File: config.mk
export PLATFORM = sky130hd
export DESIGN_NAME = sparc_exu_eclrdpipe
export DESIGN_NICKNAME = d
export VERILOG_FILES = /design/src/rtl/sparc_exu_eclrdpipe.sv
export SDC_FILE = /design/constraint.sdc
export NUM_CORES = 1
export LEC_CHECK = 0
export ABC_AREA = 1
export CORE_MARGIN = 5
export CORE_UTILIZATION = 36
export DETAILED_ROUTE_END_ITERATION = 10
export GPL_ROUTABILITY_DRIVEN = 0
export PLACE_DENSITY_LB_ADDON = 0.3
export RECOVER_POWER = 25
export SETUP_SLACK_MARGIN = 0.1
export SLEW_MARGIN = 20
export SYNTH_ARGS = -nofsm -noshare
export SYNTH_HDL_FRONTEND = slang
export SYNTH_SLANG_ARGS = --single-unit
File: constraint.sdc
create_clock -name rclk -period 1.25 [get_ports rclk]
set_clock_uncertainty 0.2 [all_clocks]
set_input_delay 0.375 -clock rclk [delete_from_list [all_inputs] [get_ports rclk]]
set_output_delay 0.375 -clock rclk [all_outputs]
set_load 0.02 [all_outputs]
File: src/rtl/sparc_exu_eclrdpipe.sv
// Destination-register pipeline D->E->M->W for the integer ECL.
// Feeds the bypass comparators and drives the IRF write port at W.
module sparc_exu_eclrdpipe #(
   parameter int NTHR_BITS = 2,
   parameter int NREG_BITS = 5
) (
   input  logic                 rclk,
   input  logic                 arst_l,
   input  logic [NTHR_BITS-1:0] tid_d,
   input  logic [NREG_BITS-1:0] rd_d,
   input  logic                 wen_d,
   input  logic                 longlat_d,
   input  logic                 hold_d,
   input  logic                 ifu_exu_kill_e,
   input  logic                 flush_w,
   output logic [NREG_BITS-1:0] rd_e,
   output logic [NREG_BITS-1:0] rd_m,
   output logic [NREG_BITS-1:0] ecl_irf_rd_w,
   output logic [NTHR_BITS-1:0] tid_e,
   output logic [NTHR_BITS-1:0] tid_m,
   output logic [NTHR_BITS-1:0] ecl_irf_tid_w,
   output logic                 thr_match_de,
   output logic                 thr_match_dm,
   output logic                 wb_e,
   output logic                 bypass_m,
   output logic                 bypass_w,
   output logic                 ecl_irf_wen_w
);

   logic wen_e;
   logic wen_m;
   logic wen_w;
   logic longlat_e;
   logic longlat_m;
   logic wen_d_eff;

   // Writes to %g0 are dropped before they enter the pipe.
   assign wen_d_eff = wen_d & (rd_d != '0);

   always_ff @(posedge rclk or negedge arst_l) begin
      if (!arst_l) begin
         rd_e          <= '0;
         rd_m          <= '0;
         ecl_irf_rd_w  <= '0;
         tid_e         <= '0;
         tid_m         <= '0;
         ecl_irf_tid_w <= '0;
         wen_e         <= 1'b0;
         wen_m         <= 1'b0;
         wen_w         <= 1'b0;
         longlat_e     <= 1'b0;
         longlat_m     <= 1'b0;
      end else begin
         rd_e          <= rd_d;
         tid_e         <= tid_d;
         longlat_e     <= longlat_d;
         wen_e         <= wen_d_eff & ~hold_d;
         rd_m          <= rd_e;
         tid_m         <= tid_e;
         longlat_m     <= longlat_e;
         wen_m         <= wen_e & ~ifu_exu_kill_e;
         ecl_irf_rd_w  <= rd_m;
         ecl_irf_tid_w <= tid_m;
         wen_w         <= wen_m;
      end
   end

   assign wb_e          = wen_e;
   assign bypass_m      = wen_m & ~longlat_m;
   assign bypass_w      = wen_w & ~flush_w;
   assign ecl_irf_wen_w = wen_w & ~flush_w;
   assign thr_match_de  = (tid_d == tid_e);
   assign thr_match_dm  = (tid_d == tid_m);

endmodule

==> metrics.cfg, run 1 <==
[sta]
hold-worst-slack_ps = 168.4
final-setup-viol-count = 27
final_max_slew_viol_count = 0
slew_headroom_pct = 62.82
fmax_mhz = 561.0
timing.final.ws_setup_ps = -532.6
rsz0062_at_grt = true
fin_crit_ps = 1783
final_hold_viol_count = 0
period_share_pct = 142.6
tightest_slew_ps = 557.7

[clock_tree]
clkLatencyLatePin_ps = 310
clkTransAtPathRegs_ps = 130
cts_buffers = 3
clk_path_buf_depth = 2
cts_sinks = 26
cts_tree = built
root_buffer = clkbuf_4
cts_htree_levels = 1

[critical_path]
end_kind = output port
slowest_stage = dfrtp_2
worstPathRequired_ps = 680
cp_max_fo = 2
cp_top_family = flip-flops
crit_chain = xor2_2, nor2_2, buf_6
path_buf_inv = 1
path_class = flip-flop to output port
cpPeakStageDelay_ps = 450
start_kind = flip-flop
arrival_ps = 1210

[status]
status = finished with violations
violations = negative setup slack

[pwr]
sw_frac_of_total_pct = 23.93
intPower_mw = 1.220
netSwitchingPower_mw = 0.3839
power_density_nw_per_um2 = 1142
p_leak_nw = 0.6786
pwr-share-clk_pct = 25.0
irDropWorstVdd_uv = 753.8
combPwrFrac_pct = 18.1
seqPwrFrac_pct = 56.9

[run]
cap_violations = 0

[final_layout]
regArea_um2 = 655.6
multi_input_area_um2 = 108.9
fillers = 131
drive_gt1_share_pct = 54.81
fin_area_um2 = 1405
antennaDiodeCount = 0
mostFrequentLayoutCells = 31 x buf_6, 22 x dfrtp_1, 9 x clkdlybuf4s50_1, 9 x buf_4
nNetsFinal = 119
layout_commonest_cell = buf_6
syn2layout_area_growth_pct = 86.24

[placed_design]
dpl-instance-area_um2 = 1251
dp_hpwl_mm = 1.206
port_buffers = 40

[global_route]
antenna_found_initial = 0
grt_max_degree = 27
grt.total_usage_pct = 11.28
grt.overflow.total = 0
grt_pass1_wl_mm = 2.711
grt_pass1_vias = 561

[floorplan]
core_area_um2 = 1982
dieArea_um2 = 3111
die_x_um = 55.78
initial_core_util_pct = 38.07
die_y_um = 55.78
num_rows = 16
ios = 41

[detailed_routing]
drt_iter0_drc = 1
firstDrtPassIters = 3
wl_per_cell_um = 13.14
via_count = 538
drt_wl_total_mm = 1.721
drc = 0
vias_per_cell = 4.107
drtAntennaViolNets = 0

[synthesis]
syn-instance-count = 47
syn_nets = 61
yosys_register_bits = 26
yosysWarnings = 0
avgSynthCellArea_um2 = 16.05
yosysSeqAreaShare_pct = 86.24
synth_area_um2 = 754.5
synth.distinct_cells = 7

[worst_hold_path]
hold_path_class = primary input to flip-flop

path summary, 6_finish.rpt:
check | start | to | slack (ps) | cells after the start
max | tid_m[1] | thr_match_dm | -530 | 3
min | tid_d[0] | tid_e[0] | 170 | 1
max reg2reg | tid_m[0] | ecl_irf_tid_w[0] | 170 | 3
min reg2reg | longlat_e | longlat_m | 170 | 0
max in group asynchronous | arst_l | tid_m[1] | 160 | 2
min in group asynchronous | arst_l | rd_e[1] | 300 | 2
state kept, by name (all words and copies together), names as in the netlist:
name / flops
ecl_irf_rd_w: 5
ecl_irf_tid_w: 2
longlat_e: 1
longlat_m: 1
rd_e: 5
rd_m: 5
tid_e: 2
tid_m: 2
wb_e: 1
wen_m: 1
wen_w: 1
cell families after synthesis:
family | Yosys count | share of synthesized area (%)
xor gates and xnor gates | 4 | 4.643
buffers and inverters | 7 | 3.980
DFF | 26 | 86.23
and+or+nand+nor | 10 | 5.140
power groups by stage:
stage	registers (mW)	clock network (mW)	logic (mW)
final	0.913	0.400	0.291
after global routing	0.919	0.442	0.309
after floorplan	0.966	0	0.0378
after detailed placement	0.920	0	0.263
after global placement	0.917	0	0.257
after CTS	0.912	0.413	0.283
cells in the mapped netlist:
library cell / count / area (um2)
dfrtp_1: 26 / 650.6
nor2_1: 8 / 30.03
xor2_1: 4 / 35.03
nand3_1: 1 / 5.000
buf_4: 1 / 7.510
inv_1: 6 / 22.52
nand2_1: 1 / 3.750
cell type report:
class	instances	area share, %
flip-flops and latches	26	46.66
clock buffers	4	2.582
repair buffers	54	39.00
well taps	27	2.404
multi-input cells	14	7.747
inverters	6	1.603
metal layers:
layer / GRT usage, % / wire length [um]
met4: 5.208 / 20
met5: 0 / 0
met3: 3.016 / 93
met2: 20.44 / 1001
met1: 12.05 / 606
per-stage QoR:
stage	utilization [%]	instances	power, mW	setup TNS (ps)	setup WS (ps)
6_report	70.90	131	1.604	-6372	-532.6
5_1_grt	70.90	131	1.670	-7518	-589.4
4_1_cts	69.13	127	1.607	-6497	-537.0
3_5_place_dp	63.13	118	1.183	-10450	-1114
3_3_place_gp	63.13	118	1.174	-10070	-1039
2_1_floorplan	-	47	1.004	-299.1	-149.5
repair_timing:
item,4_1_cts,5_1_grt
setup buffers,5,6
hold buffers,0,0
gates resized for setup,167,7
endpoints found under the setup margin,27,27
pin swaps,4,1
Note: power is estimated with default switching activity, not from simulation.
==> inputs of run 2 (changes only) <==
--- a/config.mk
+++ b/config.mk
@@ -6,7 +6,7 @@
 export NUM_CORES = 1
 export LEC_CHECK = 0
 export ABC_AREA = 1
-export CORE_MARGIN = 5
+export CORE_MARGIN = 3
 export CORE_UTILIZATION = 36
 export DETAILED_ROUTE_END_ITERATION = 10
 export GPL_ROUTABILITY_DRIVEN = 0
==> run 2 against run 1 <==
The run still ends with negative setup slack left. Via count fell by 3.7%. Non-clock buffer count is 5 lower. Setup slack better by 32 ps. Maximum frequency up 1.8%. Sequential cell count stayed put. Die area decreased by 14%. First-iteration DRC count did not move. Sequential share of layout area rose by 0.72 points. Utilization rose by 3.6 points. Design area is 1.5% lower. Critical endpoint unchanged. Largest cell class unchanged.
==> metrics.cfg, run 2 (same netlist as run 1, synthesis figures left out) <==
[floorplan]
dieArea_um2 = 2681  ; -14%
num_rows = 15  ; -1
initial_core_util_pct = 40.61  ; +2.5 points
core_area_um2 = 1858  ; -6.3%
die_y_um = 51.78  ; -7.2%
ios = 41  ; unchanged
die_x_um = 51.78  ; -7.2%

[clock_tree]
root_buffer = clkbuf_4
cts_htree_levels = 1  ; unchanged
clkTransAtPathRegs_ps = 130  ; about the same
clkLatencyLatePin_ps = 300  ; about the same
cts_sinks = 26  ; unchanged
cts_buffers = 3  ; unchanged
clk_path_buf_depth = 2  ; unchanged
cts_tree = built
hold_buffers = 0  ; unchanged

[global_route]
grt.overflow.total = 0  ; unchanged
grt.total_usage_pct = 12.91  ; +1.6 points
grt_max_degree = 27  ; unchanged
grt_pass1_wl_mm = 2.456  ; -9.4%
grt_pass1_vias = 527  ; -6.1%
antenna_found_initial = 0  ; unchanged

[pwr]
power_density_nw_per_um2 = 1259  ; +10%
p_leak_nw = 0.6649  ; -2.0%
irDropWorstVdd_uv = 897.1  ; +19%
p_total_mw = 1.743  ; +8.6%

[sta]
timing.final.ws_setup_ps = -500.4  ; +32.25 ps
tns_ps = -6131  ; +241.7 ps
final_hold_viol_count = 0  ; unchanged
fin_crit_ps = 1750  ; -32.25 ps
final-setup-viol-count = 27  ; unchanged
slew_headroom_pct = 86.33  ; +24 points
period_share_pct = 140.0  ; -2.6 points
rsz0062_at_grt = true
final_max_slew_viol_count = 0  ; unchanged
fmax_mhz = 571.3  ; +1.8%
tightest_slew_ps = 205.0  ; -352.6 ps

[final_layout]
fin_cells = 124  ; -5.3%
fillers = 108  ; -18%
layout_commonest_cell = buf_6
antennaDiodeCount = 0  ; unchanged
reg_top3 = ecl_irf_rd_w: 5 flops, rd_e: 5 flops, rd_m: 5 flops
nNetsFinal = 114  ; -4.2%
syn2layout_area_growth_pct = 83.42
final_core_utilization_pct = 74.48  ; +3.6 points
mostFrequentLayoutCells = 31 x buf_6, 22 x dfrtp_1, 10 x clkdlybuf4s50_1
drive_gt1_share_pct = 50.51  ; -4.3 points

[run]
cap_violations = 0  ; unchanged

[critical_path]
end_kind = output port
reg2reg_depth = 3  ; unchanged
rr_endpoint = wen_m
worstPathRequired_ps = 680  ; about the same
worstReg2RegStart = wb_e
path_class = flip-flop to output port
startpoint = tid_m[0]
cp_max_fo = 2  ; unchanged
start_kind = flip-flop
worst-r2r-setup-slack_ps = 350  ; +180 ps
arrival_ps = 1180  ; -30 ps

[detailed_routing]
firstDrtPassIters = 2  ; -1
drt_iter0_drc = 1  ; unchanged
vias_per_cell = 4.177  ; +1.7%
drt_wl_total_mm = 1.566  ; -9.0%
drc = 0  ; unchanged
drtAntennaViolNets = 0  ; unchanged
via_count = 518  ; -3.7%
wl_per_cell_um = 12.63  ; -3.9%

[status]
status = finished with violations
violations = negative setup slack

[placed_design]
dp_hpwl_mm = 1.074  ; -11%
port_buffers = 40  ; unchanged
place_inst = 118  ; unchanged

[worst_hold_path]
hold_path_class = primary input to flip-flop
hold_depth = 1  ; unchanged
hp-start = tid_d[1]
hold_end = tid_e[1]

-- run 2: changes by cell type in the layout (fill, tap and decap cells not counted) --
cell | previous run | this run
dlygate4sd3_1 | 1 | 0
bufinv_16 | 0 | 1
inv_1 | 4 | 5
xor2_2 | 2 | 1
buf_12 | 0 | 1
nor2_4 | 2 | 1
clkdlybuf4s50_1 | 9 | 10
clkbuf_8 | 1 | 0
nor2_2 | 2 | 3
xor2_1 | 2 | 3
buf_2 | 1 | 0
inv_2 | 2 | 1
buf_4 | 9 | 4
-- run 2: worst max-delay path by stage --
| stage | to | slack (ps) | depth (start not counted) |
|---|---|---|---|
| 6_report | thr_match_dm | -500 | 3 |
| 5_1_grt | thr_match_dm | -570 | 3 |
| 3_5_place_dp | thr_match_dm | -1100 | 4 |
| 3_3_place_gp | thr_match_dm | -1040 | 4 |
| 2_1_floorplan | thr_match_dm | -150 | 2 |
| 4_1_cts | thr_match_dm | -510 | 3 |
-- run 2: critical path, stage by stage (launching register included) --
cell and delay (ps):
dfrtp_2 450, xor2_2 160, nor2_2 130, buf_6 120
-- run 2: power by group --
| part | internal, mW | switching, mW |
|---|---|---|
| logic | 0.155 | 0.127 |
| registers | 0.884 | 0.0285 |
| clock network | 0.324 | 0.224 |
| total | 1.36 | 0.380 |
-- run 2: layer usage --
metal,wire [um],global-route usage [%],up-vias
met3,96,1.433,2
met5,0,0,-
met4,19,7.860,0
met2,869,22.46,24
met1,580,15.18,249
li1,-,-,243
-- run 2: through the flow --
stage / setup slack [ps] / hold slack [ps] / area [um2]
finish: -500.4 / 175.2 / 1384
global route: -572.9 / 154.1 / 1384
CTS: -511.9 / 164.2 / 1361
detailed placement: -1097 / 146.9 / 1264
global placement: -1037 / 132.4 / 1264
floorplan: -149.5 / -120.6 / 778.2
-- run 2: timing repair --
item                       4_1_cts  5_1_grt
pin swaps                        4        2
setup endpoints to repair       27       27
gates resized for setup        167        5
setup buffers                    1        3
-- run 2: cell type report --
| class | instances | area [um2] | area share, % |
|---|---|---|---|
| Sequential cell | 26 | 655.6 | 47.38 |
| Timing Repair Buffer | 49 | 525.5 | 37.97 |
| Multi-Input combinational cell | 14 | 96.34 | 6.962 |
| Tap cell | 25 | 31.28 | 2.260 |
| Clock inverter | 1 | 30.03 | 2.170 |
| Clock buffer | 3 | 22.52 | 1.627 |
| Inverter | 6 | 22.52 | 1.627 |
==> inputs of run 3 (changes only) <==
--- a/config.mk
+++ b/config.mk
@@ -6,8 +6,9 @@
 export NUM_CORES = 1
 export LEC_CHECK = 0
 export ABC_AREA = 1
-export CORE_MARGIN = 3
-export CORE_UTILIZATION = 36
+export CORE_MARGIN = 4
+export CORE_UTILIZATION = 39
+export CTS_CLUSTER_SIZE = 8
 export DETAILED_ROUTE_END_ITERATION = 10
 export GPL_ROUTABILITY_DRIVEN = 0
 export PLACE_DENSITY_LB_ADDON = 0.3
==> constraint.sdc (replaced) <==
create_clock -name rclk -period 2.15 [get_ports rclk]
set_clock_uncertainty 0.2 [all_clocks]
set_input_delay 0.645 -clock rclk [delete_from_list [all_inputs] [get_ports rclk]]
set_output_delay 0.645 -clock rclk [all_outputs]
set_load 0.02 [all_outputs]
==> run 3 against run 2 <==
Utilization shrank 8.1 points. Combinational power fell by 58%. Sequential share of layout area is 7.6 points higher. The flow now finishes without violations. Count of clock-buffer cells in the layout increased by 1. Setup slack improved by 590 ps. Sequential cell count unchanged. Power shrank 50%. Critical path type is now primary input to output port. Design area decreased by 14%. Critical path depth up 1.
==> metrics.cfg, run 3 (same netlist as run 1, synthesis figures left out) <==
[global_route]
grt.total_usage_pct = 11.75  ; -1.2 points
grt_max_degree = 27  ; unchanged
grt.overflow.total = 0  ; unchanged
grt_pass1_vias = 480  ; -8.9%
antenna_found_initial = 0  ; unchanged
grt_pass1_wl_mm = 2.263  ; -7.9%

[floorplan]
die_y_um = 51.99  ; +0.40%
dieArea_um2 = 2702  ; +0.79%
initial_core_util_pct = 42.32  ; +1.7 points
die_x_um = 51.99  ; +0.40%
ios = 41  ; unchanged
core_area_um2 = 1783  ; -4.0%
num_rows = 15  ; unchanged

[detailed_routing]
firstDrtPassIters = 1  ; -1
drt_wl_total_mm = 1.476  ; -5.7%
vias_per_cell = 4.137  ; -0.97%
via_count = 484  ; -6.6%
drt_iter0_drc = 0  ; -1
wl_per_cell_um = 12.62  ; -0.11%
drtAntennaViolNets = 0  ; unchanged
drc = 0  ; unchanged

[final_layout]
mostFrequentLayoutCells = 26 x dfrtp_1, 24 x dlygate4sd2_1, 9 x clkdlybuf4s50_1
fin_area_um2 = 1184  ; -14%
reg_top3 = ecl_irf_rd_w: 5 flops, rd_e: 5 flops, rd_m: 5 flops
nNetsFinal = 107  ; -6.1%
layout_commonest_cell = dfrtp_1
drive_gt1_share_pct = 11.96  ; -39 points
syn2layout_area_growth_pct = 56.88
antennaDiodeCount = 0  ; unchanged

[critical_path]
end_kind = output port
arrival_ps = 1220  ; +40 ps
worstPathRequired_ps = 1300  ; +620 ps
path_class = primary input to output port
start_kind = primary input
cp_max_fo = 3  ; +1

[status]
status = completed

[sta]
hold-worst-slack_ps = 176.6  ; +1.369 ps
slew_headroom_pct = 79.19  ; -7.1 points
final_max_slew_viol_count = 0  ; unchanged
timing.final.ws_setup_ps = 87.34  ; +587.7 ps
fmax_mhz = 484.8
fin_crit_ps = 2063
tightest_slew_ps = 312.2  ; +107.2 ps
final-setup-viol-count = 0  ; -100%
rsz0062_at_grt = true
final_hold_viol_count = 0  ; unchanged
period_share_pct = 95.94

[pwr]
irDropWorstVdd_uv = 363.4  ; -59%
power_density_nw_per_um2 = 740.0  ; -41%
p_leak_nw = 0.5915  ; -11%

[clock_tree]
cts_htree_levels = 1  ; unchanged
clk_path_buf_depth = 2  ; unchanged
clkLatencyLatePin_ps = 300  ; about the same
root_buffer = clkbuf_4
cts_buffers = 3  ; unchanged
hold_buffers = 0  ; unchanged
clkTransAtPathRegs_ps = 130  ; about the same
cts_sinks = 26  ; unchanged
cts_tree = built

[worst_hold_path]
hold_path_class = flip-flop to flip-flop

[placed_design]
dp_hpwl_mm = 1.154  ; +7.5%
port_buffers = 40  ; unchanged
dpl-instance-area_um2 = 1186  ; -6.1%
post-place-ws_ps = -754.2  ; +343.0 ps

[run]
cap_violations = 0  ; unchanged

run 3: through the flow:
step / std cells / setup TNS (ps) / utilization [%] / power [mW]
floorplan: 47 / 0 / - / 0.5791
global placement: 112 / -2301 / 66.53 / 0.6688
detailed placement: 112 / -2543 / 66.53 / 0.6740
CTS: 116 / 0 / 65.96 / 0.8846
global route: 117 / 0 / 66.39 / 0.9206
finish: 117 / 0 / 66.39 / 0.8759
run 3: power breakdown:
part,internal (mW),switching (mW),total [mW]
clock,0.103,0.130,0.233
combinational,0.0517,0.0674,0.119
sequential,0.513,0.0104,0.523
total,0.668,0.208,0.876
run 3: area by class of cell:
cell class / count / area, um2
flip-flops and latches: 26 / 650.6
repair buffers: 42 / 366.6
fillers: 144 / 599.3
inverters: 6 / 22.52
multi-input cells: 14 / 76.32
clock buffers: 4 / 36.28
well taps: 25 / 31.28
run 3: worst max-delay path, cell delays in order:
cell and delay (ps):
clkbuf_1 160, xor2_1 190, nor2_1 70, buf_4 150
run 3: final timing paths:
path / start / to / slack (ps) / cells past startpoint
min in group asynchronous: arst_l / wen_w / 480 / 2
worst min-delay path: longlat_e / longlat_m / 180 / 0
worst max register to register: tid_e[0] / tid_m[0] / 1280 / 1
max in group asynchronous: arst_l / rd_e[3] / 1030 / 2
worst max-delay path: tid_d[1] / thr_match_dm / 90 / 4
worst min register to register: longlat_e / longlat_m / 180 / 0
run 3: timing repair:
action	4_1_cts	5_1_grt
endpoints found under the setup margin	27	3
buffers inserted	0	1
endpoints found under the hold margin	0	0
pin swaps	3	4
gates resized for setup	53	4
run 3: routing by layer:
layer	track usage, %	vias to the layer above	wire length (um)
li1	-	226	-
met1	13.66	226	556
met2	20.29	28	731
met3	1.146	4	137
met4	7.860	0	51
met5	0	-	0
